$ cat config.mk
export PLATFORM = sky130hd
export DESIGN_NAME = spi_flash_read
export DESIGN_NICKNAME = d
export VERILOG_FILES = /design/src/rtl/spi_flash_pkg.sv /design/src/rtl/spi_bit_engine.sv /design/src/rtl/spi_flash_read.sv
export SDC_FILE = /design/constraint.sdc
export NUM_CORES = 1
export LEC_CHECK = 0
export BUFFER_PORTS_ARGS = -buffer_cell sky130_fd_sc_hd__buf_2
export CORE_MARGIN = 2
export CORE_UTILIZATION = 25
export CTS_CLUSTER_SIZE = 28
export DETAILED_ROUTE_END_ITERATION = 6
export PLACE_DENSITY = 0.5
export SETUP_SLACK_MARGIN = 0.15
export SLEW_MARGIN = 10
export SYNTH_ARGS = -nofsm -noshare
export SYNTH_HDL_FRONTEND = slang
export SYNTH_SLANG_ARGS = --single-unit
$ cat constraint.sdc
create_clock -name sys_clk -period 3.3 [get_ports sys_clk]
set_clock_uncertainty 0.2 [all_clocks]
set_input_delay 0.33 -clock sys_clk [delete_from_list [all_inputs] [get_ports sys_clk]]
set_output_delay 0.33 -clock sys_clk [all_outputs]
set_load 0.02 [all_outputs]
$ cat src/rtl/spi_flash_pkg.sv
// Purpose: shared constants, opcodes and FSM state type for the SPI flash read path.
// Latency: n/a (types and constants only).
// Backpressure: n/a.
// Contents: opcodes, default half-period, expected JEDEC ID (shared with RDID stage), FSM states.
package spi_flash_pkg;

  localparam logic [7:0]  OP_RDID      = 8'h9F;
  localparam logic [7:0]  OP_READ      = 8'h03;
  localparam int unsigned HALF_DEFAULT = 5;
  localparam logic [23:0] JEDEC_ID_EXP = 24'h202015;

  typedef enum logic [2:0] {
    IDLE,
    SETUP,
    CMD_ADDR,
    DATA,
    HOLD
  } state_e;

endpackage

$ cat src/rtl/spi_bit_engine.sv
// Purpose: SPI mode-0 bit engine: half-period timer, SCK generation, TX/RX shift registers.
// Latency: one bit per 2*HALF cycles; MISO sampled and MOSI advanced on the SCK falling cycle.
// Backpressure: none; the sequencing FSM gates it through cnt_en_i / sck_en_i.
// Ports: clk_i/rst_ni clock and async active-low reset; cnt_en_i runs the half timer;
//        sck_en_i lets SCK toggle; load_i/load_dat_i preload the 32-bit TX word; miso_i serial in;
//        sck_o, half_end_o (last cycle of a half), bit_done_o (SCK falling cycle), tx_msb_o,
//        rx_byte_o (RX byte including the bit being sampled this cycle).
module spi_bit_engine #(
  parameter int unsigned HALF = 5
) (
  input  logic        clk_i,
  input  logic        rst_ni,
  input  logic        cnt_en_i,
  input  logic        sck_en_i,
  input  logic        load_i,
  input  logic [31:0] load_dat_i,
  input  logic        miso_i,
  output logic        sck_o,
  output logic        half_end_o,
  output logic        bit_done_o,
  output logic        tx_msb_o,
  output logic [7:0]  rx_byte_o
);

  localparam int unsigned      CNT_W    = $clog2(HALF);
  localparam logic [CNT_W-1:0] CNT_LAST = CNT_W'(HALF - 1);

  logic [CNT_W-1:0] cnt_q, cnt_d;
  logic             sck_q, sck_d;
  logic [31:0]      tx_q, tx_d;
  logic [7:0]       rx_q, rx_d;

  assign half_end_o = cnt_en_i && (cnt_q == CNT_LAST);
  // A bit completes at the end of the high half: SCK falls, MISO is captured
  // and the next MOSI bit is presented on the same edge.
  assign bit_done_o = sck_en_i && sck_q && half_end_o;
  assign rx_byte_o  = {rx_q[6:0], miso_i};
  assign sck_o      = sck_q;
  assign tx_msb_o   = tx_q[31];

  always_comb begin
    cnt_d = cnt_q;
    sck_d = sck_q;
    tx_d  = tx_q;
    rx_d  = rx_q;
    if (!cnt_en_i || half_end_o) cnt_d = '0;
    else                         cnt_d = cnt_q + 1'b1;
    if (!sck_en_i)       sck_d = 1'b0;
    else if (half_end_o) sck_d = ~sck_q;
    if (load_i)          tx_d = load_dat_i;
    else if (bit_done_o) tx_d = {tx_q[30:0], 1'b0};
    if (bit_done_o)      rx_d = rx_byte_o;
  end

  always_ff @(posedge clk_i or negedge rst_ni) begin
    if (!rst_ni) begin
      cnt_q <= '0;
      sck_q <= 1'b0;
      tx_q  <= '0;
      rx_q  <= '0;
    end else begin
      cnt_q <= cnt_d;
      sck_q <= sck_d;
      tx_q  <= tx_d;
      rx_q  <= rx_d;
    end
  end

endmodule

$ cat src/rtl/spi_flash_read.sv
// Purpose: issues SPI READ (0x03) + 24-bit address once the JEDEC ID is confirmed, streams bytes out.
// Latency: cs_n low 2*HALF + (32+8*len)*2*HALF cycles; rd_valid one cycle after each 8th sample.
// Backpressure: none on rd_data; start is only honoured while ready=1, otherwise dropped silently.
// Ports: sys_clk/sys_rst_n clock and async active-low reset; id_valid unlocks the block (sticky);
//        start/addr/len request; ready, busy status; rd_data/rd_valid byte stream; done end pulse;
//        spi_cs_n/spi_sck/spi_mosi/spi_miso flash pins (this block's copy, muxed at top level).
module spi_flash_read
  import spi_flash_pkg::*;
#(
  parameter int unsigned HALF    = HALF_DEFAULT,
  parameter int unsigned MAX_LEN = 256
) (
  input  logic                           sys_clk,
  input  logic                           sys_rst_n,
  input  logic                           id_valid,
  input  logic                           start,
  input  logic [23:0]                    addr,
  input  logic [$clog2(MAX_LEN+1)-1:0]   len,
  output logic                           ready,
  output logic                           busy,
  output logic [7:0]                     rd_data,
  output logic                           rd_valid,
  output logic                           done,
  input  logic                           spi_miso,
  output logic                           spi_mosi,
  output logic                           spi_cs_n,
  output logic                           spi_sck
);

  localparam int unsigned LEN_W = $clog2(MAX_LEN + 1);

  state_e           state_q, state_d;
  logic [5:0]       bit_cnt_q, bit_cnt_d;
  logic [LEN_W-1:0] byte_cnt_q, byte_cnt_d;
  logic             id_ok_q;
  logic [7:0]       rd_data_q;
  logic             rd_valid_q;
  logic             done_q;

  logic       accept;
  logic       cnt_en;
  logic       sck_en;
  logic       half_end;
  logic       bit_done;
  logic       tx_msb;
  logic [7:0] rx_byte;
  logic       cmd_last;
  logic       byte_end;
  logic       last_byte;

  assign accept    = id_ok_q && (state_q == IDLE) && start && (len != '0);
  assign cnt_en    = (state_q != IDLE);
  assign sck_en    = (state_q == CMD_ADDR) || (state_q == DATA);
  assign cmd_last  = (state_q == CMD_ADDR) && bit_done && (bit_cnt_q == 6'd31);
  // In DATA only the low three bits of bit_cnt matter: they index the bit within the byte.
  assign byte_end  = (state_q == DATA) && bit_done && (bit_cnt_q[2:0] == 3'd7);
  assign last_byte = (byte_cnt_q == LEN_W'(1));

  spi_bit_engine #(
    .HALF(HALF)
  ) u_bit_engine (
    .clk_i      (sys_clk),
    .rst_ni     (sys_rst_n),
    .cnt_en_i   (cnt_en),
    .sck_en_i   (sck_en),
    .load_i     (accept),
    .load_dat_i ({OP_READ, addr}),
    .miso_i     (spi_miso),
    .sck_o      (spi_sck),
    .half_end_o (half_end),
    .bit_done_o (bit_done),
    .tx_msb_o   (tx_msb),
    .rx_byte_o  (rx_byte)
  );

  // State register
  always_ff @(posedge sys_clk or negedge sys_rst_n) begin
    if (!sys_rst_n) state_q <= IDLE;
    else            state_q <= state_d;
  end

  // Next-state logic
  always_comb begin
    state_d = state_q;
    unique case (state_q)
      IDLE:     if (accept)                 state_d = SETUP;
      SETUP:    if (half_end)               state_d = CMD_ADDR;
      CMD_ADDR: if (cmd_last)               state_d = DATA;
      DATA:     if (byte_end && last_byte)  state_d = HOLD;
      HOLD:     if (half_end)               state_d = IDLE;
      default:                              state_d = IDLE;
    endcase
  end

  // Output decode
  always_comb begin
    busy     = (state_q != IDLE);
    spi_cs_n = (state_q == IDLE);
    ready    = id_ok_q && (state_q == IDLE);
    spi_mosi = ((state_q == SETUP) || (state_q == CMD_ADDR)) ? tx_msb : 1'b0;
  end

  // Bit / byte counters
  always_comb begin
    bit_cnt_d  = bit_cnt_q;
    byte_cnt_d = byte_cnt_q;
    if (accept) begin
      bit_cnt_d  = '0;
      byte_cnt_d = len;
    end else if (bit_done) begin
      if (cmd_last) bit_cnt_d = '0;
      else          bit_cnt_d = bit_cnt_q + 6'd1;
      if (byte_end) byte_cnt_d = byte_cnt_q - LEN_W'(1);
    end
  end

  always_ff @(posedge sys_clk or negedge sys_rst_n) begin
    if (!sys_rst_n) begin
      bit_cnt_q  <= '0;
      byte_cnt_q <= '0;
      id_ok_q    <= 1'b0;
      rd_data_q  <= 8'h00;
      rd_valid_q <= 1'b0;
      done_q     <= 1'b0;
    end else begin
      bit_cnt_q  <= bit_cnt_d;
      byte_cnt_q <= byte_cnt_d;
      id_ok_q    <= id_ok_q | id_valid;
      if (byte_end) rd_data_q <= rx_byte;
      rd_valid_q <= byte_end;
      // done lands in the first IDLE cycle, where cs_n is already high.
      done_q     <= (state_q == HOLD) && half_end;
    end
  end

  assign rd_data  = rd_data_q;
  assign rd_valid = rd_valid_q;
  assign done     = done_q;

endmodule

==> flow_summary.toml <==
[status]
outcome = "complete, no violations"

[timing]
finalCritPeriodShare = 0.7300
setup_viol = 0
finalCriticalPeriod_ps = 2409
fin_tns_setup_ps = 0
fmax_mhz = 415.1
finalHoldViolCount = 0
rsz0062_at_grt = "no"
worst_pin_slew_ps = 772.5
drv_slew = 0
slew_headroom = 0.4839
fin_hold_ws_ps = 24.42

[worst_setup_path]
arrival_ps = 2430
end_kind = "flop"
path_max_fanout = 14
start_kind = "flop"
critical-path-top-delay-family = "simple AND/OR/NAND/NOR gates"
path_cells = "inv_1 > ha_1 > and2_1 > nand3_2 > inv_1 > nand2_1 > a31o_2"
path_buf_inv = 2
cpMaxStageDelayCell = "inv_1"
required_ps = 3320
crit_top_cell = "inv_1"
worstSetupPathType = "flop to flop"
crit_path_max_incr_delay_ps = 410

[finish]
fin_nets = 411
areaGrowthSynthToFinish_pct = 21.77
drive_gt1_frac = 0.2392
regArea_sq_um = 1802
antenna-diode-count = 0
multi_input_area_sq_um = 1434
n_fill_cell = 1386

[clock_tree]
path_clk_slew_ps = 60
cts_tree = "built"
clockRootBuffer = "clkbuf_16"
h-tree-depth = 3
clock_latency_ps = 330
cts_buffers = 9
clockBufferDepth = 2
clkSinkCount = 72

[pwr]
irDropWorstVdd_v = 0.0002066
powerDensity_nw_per_um2 = 484.4
p_leak_uw = 0.002004

[synthesis]
syn_nets = 360
synth-edff-count = 0
synth_top_area_cell = "dfrtp_1"
ys_async_sr_fraction = 1.000
seq_area_frac_synth = 0.5304
yosysWarnings = 0
ys_top_cells_by_area = "dfrtp_1, nand2_1, a221o_1"
ys.flop_type = "dfrtp_1"
synth.distinct_cells = 56
synth_top_area_share = 0.5304
avgSynthCellArea_sq_um = 10.75
synth-seq-cells = 72
syn_inst = 316
syn_area_sq_um = 3397

[placement]
dpl.hpwl_microns = 5400
place_congestion = 0.7421
io_buffers = 52

[floorplanning]
die_width_microns = 120.6
initial_core_util = 0.2565
dieArea_sq_um = 14540
die_y_microns = 120.6
coreArea_sq_um = 13240
rows = 42
ios = 53

[detailed_routing]
vias = 2621
post_drt_wl_per_cell_microns = 14.70
drt_first_pass_iters = 4
ant_nets = 0
drc = 0
drt_iter0_markers = 167
via_per_inst = 4.783
wl_microns = 8058

[hold_path]
hold_path.class = "primary input to flop"

[global_route]
grt_remaining_overflow = 0
track_usage = 0.1183
grt_pass1_vias = 2692
grt_pass1_wl_microns = 13620
grt_max_degree = 44
antenna_found_initial = 0

[run]
drv_cap = 0
-- metal layers --
layer / share of wire / GRT usage
met3: 0.029 / 0.02736
met4: 0.0068 / 0.04288
met5: 0 / 0
met2: 0.50 / 0.1900
met1: 0.46 / 0.1559
-- synthesized netlist by cell type, types with 3 or more instances --
cell type   n
dfrtp_1    72
nand2_1    64
and3_1     25
a221o_1    21
nand3_1    10
nor2_1     10
inv_1       8
a21oi_1     6
clkbuf_1    6
ha_1        6
o21ai_0     6
buf_2       5
buf_6       5
nor3_1      5
a22o_1      4
mux2i_1     4
xnor2_1     4
o211ai_1    3
-- worst min-delay path, delay by kind of cell --
| kind | cells | cell delay (ps) |
|---|---|---|
| buffers and inverters | 1 | 100 |
| and+or+nand+nor | 2 | 100 |
-- where the power goes --
group / switching (uW) / leakage (uW) / internal [uW] / total, uW
clock network: 395 / 0.000157 / 671 / 1070
registers: 1.87 / 0.000899 / 885 / 887
logic: 29.7 / 0.000948 / 21.4 / 51.1
total: 426 / 0.00200 / 1580 / 2000
-- flip-flops by register name (all words and copies together) (netlist names) --
| name | count |
|---|---|
| bit_cnt_q | 6 |
| byte_cnt_q | 9 |
| done | 1 |
| id_ok_q | 1 |
| rd_data | 8 |
| rd_valid | 1 |
| state_q | 3 |
| u_bit_engine.cnt_q | 3 |
| u_bit_engine.rx_q | 7 |
| u_bit_engine.sck_o | 1 |
| u_bit_engine.tx_q | 32 |
-- layout by cell type (no fill, tap or decap), types with 3 or more instances in the layout --
master,Yosys,routed
inv_6,0,3
dfrtp_1,72,72
a221o_1,21,21
a21oi_1,6,6
inv_1,8,8
o211ai_1,3,3
buf_4,0,3
a22o_1,4,4
nand2_1,64,64
and3_1,25,25
ha_1,6,6
nor3_1,5,5
nand3_1,10,10
nor2_1,10,10
buf_2,5,52
mux2i_1,4,4
xnor2_1,4,4
clkbuf_16,0,9
o21ai_0,6,6
-- final timing paths --
| path | startpoint | end | slack (ps) | depth (start not counted) |
|---|---|---|---|---|
| max | u_bit_engine.cnt_q[0]$_DFF_PN0_ | byte_cnt_q[2]$_DFFE_PN0P_ | 890 | 7 |
| min | spi_miso | u_bit_engine.rx_q[0]$_DFFE_PN0N_ | 20 | 3 |
| max in group asynchronous | sys_rst_n | u_bit_engine.tx_q[8]$_DFFE_PN0P_ | 1830 | 3 |
| min in group asynchronous | sys_rst_n | u_bit_engine.tx_q[3]$_DFFE_PN0P_ | 400 | 2 |
| max reg2reg | u_bit_engine.cnt_q[0]$_DFF_PN0_ | byte_cnt_q[2]$_DFFE_PN0P_ | 890 | 7 |
| min reg2reg | id_ok_q$_DFF_PN0_ | id_ok_q$_DFF_PN0_ | 260 | 1 |
-- per-stage QoR --
stage                 util  instance area [sq um]  power, uW  setup WS [ps]  std cells
floorplan                -                   3397      906.7           1207        316
global placement    0.2861                   3789      954.8          874.9        530
detailed placement  0.2861                   3789      955.4          866.7        530
CTS                 0.3124                   4136       2037          845.2        548
global route        0.3124                   4136       2082          676.3        548
finish              0.3124                   4136       2004          891.0        548
-- timing repair --
item | in CTS | in global routing
gates resized for setup | 0 | 0
hold buffers | 2 | 0
endpoints found under the hold margin | 30 | 0
setup buffers | 0 | 0
-- logic make-up (layout without fill, tap and decap cells) --
family                     Yosys count  after routing  synth area share
muxes                                4              4           0.01179
xor gates and xnor gates             5              5           0.01289
adders and majority gates            6              6           0.02210
AOI/OAI and AO/OA                   58             58            0.1444
DFF                                 72             72            0.5304
and+or+nand+nor                    145            145            0.2309
buffers and inverters               26             82           0.04751
-- final cells by class --
| class | instances | area share |
|---|---|---|
| clock inverters | 7 | 0.02480 |
| clock buffers | 9 | 0.05445 |
| well taps | 176 | 0.05324 |
| multi-input cells | 218 | 0.3466 |
| flip-flops and latches | 72 | 0.4356 |
| repair buffers | 58 | 0.07804 |
| inverters | 8 | 0.007260 |
Note: power is estimated with default switching activity, not from simulation.
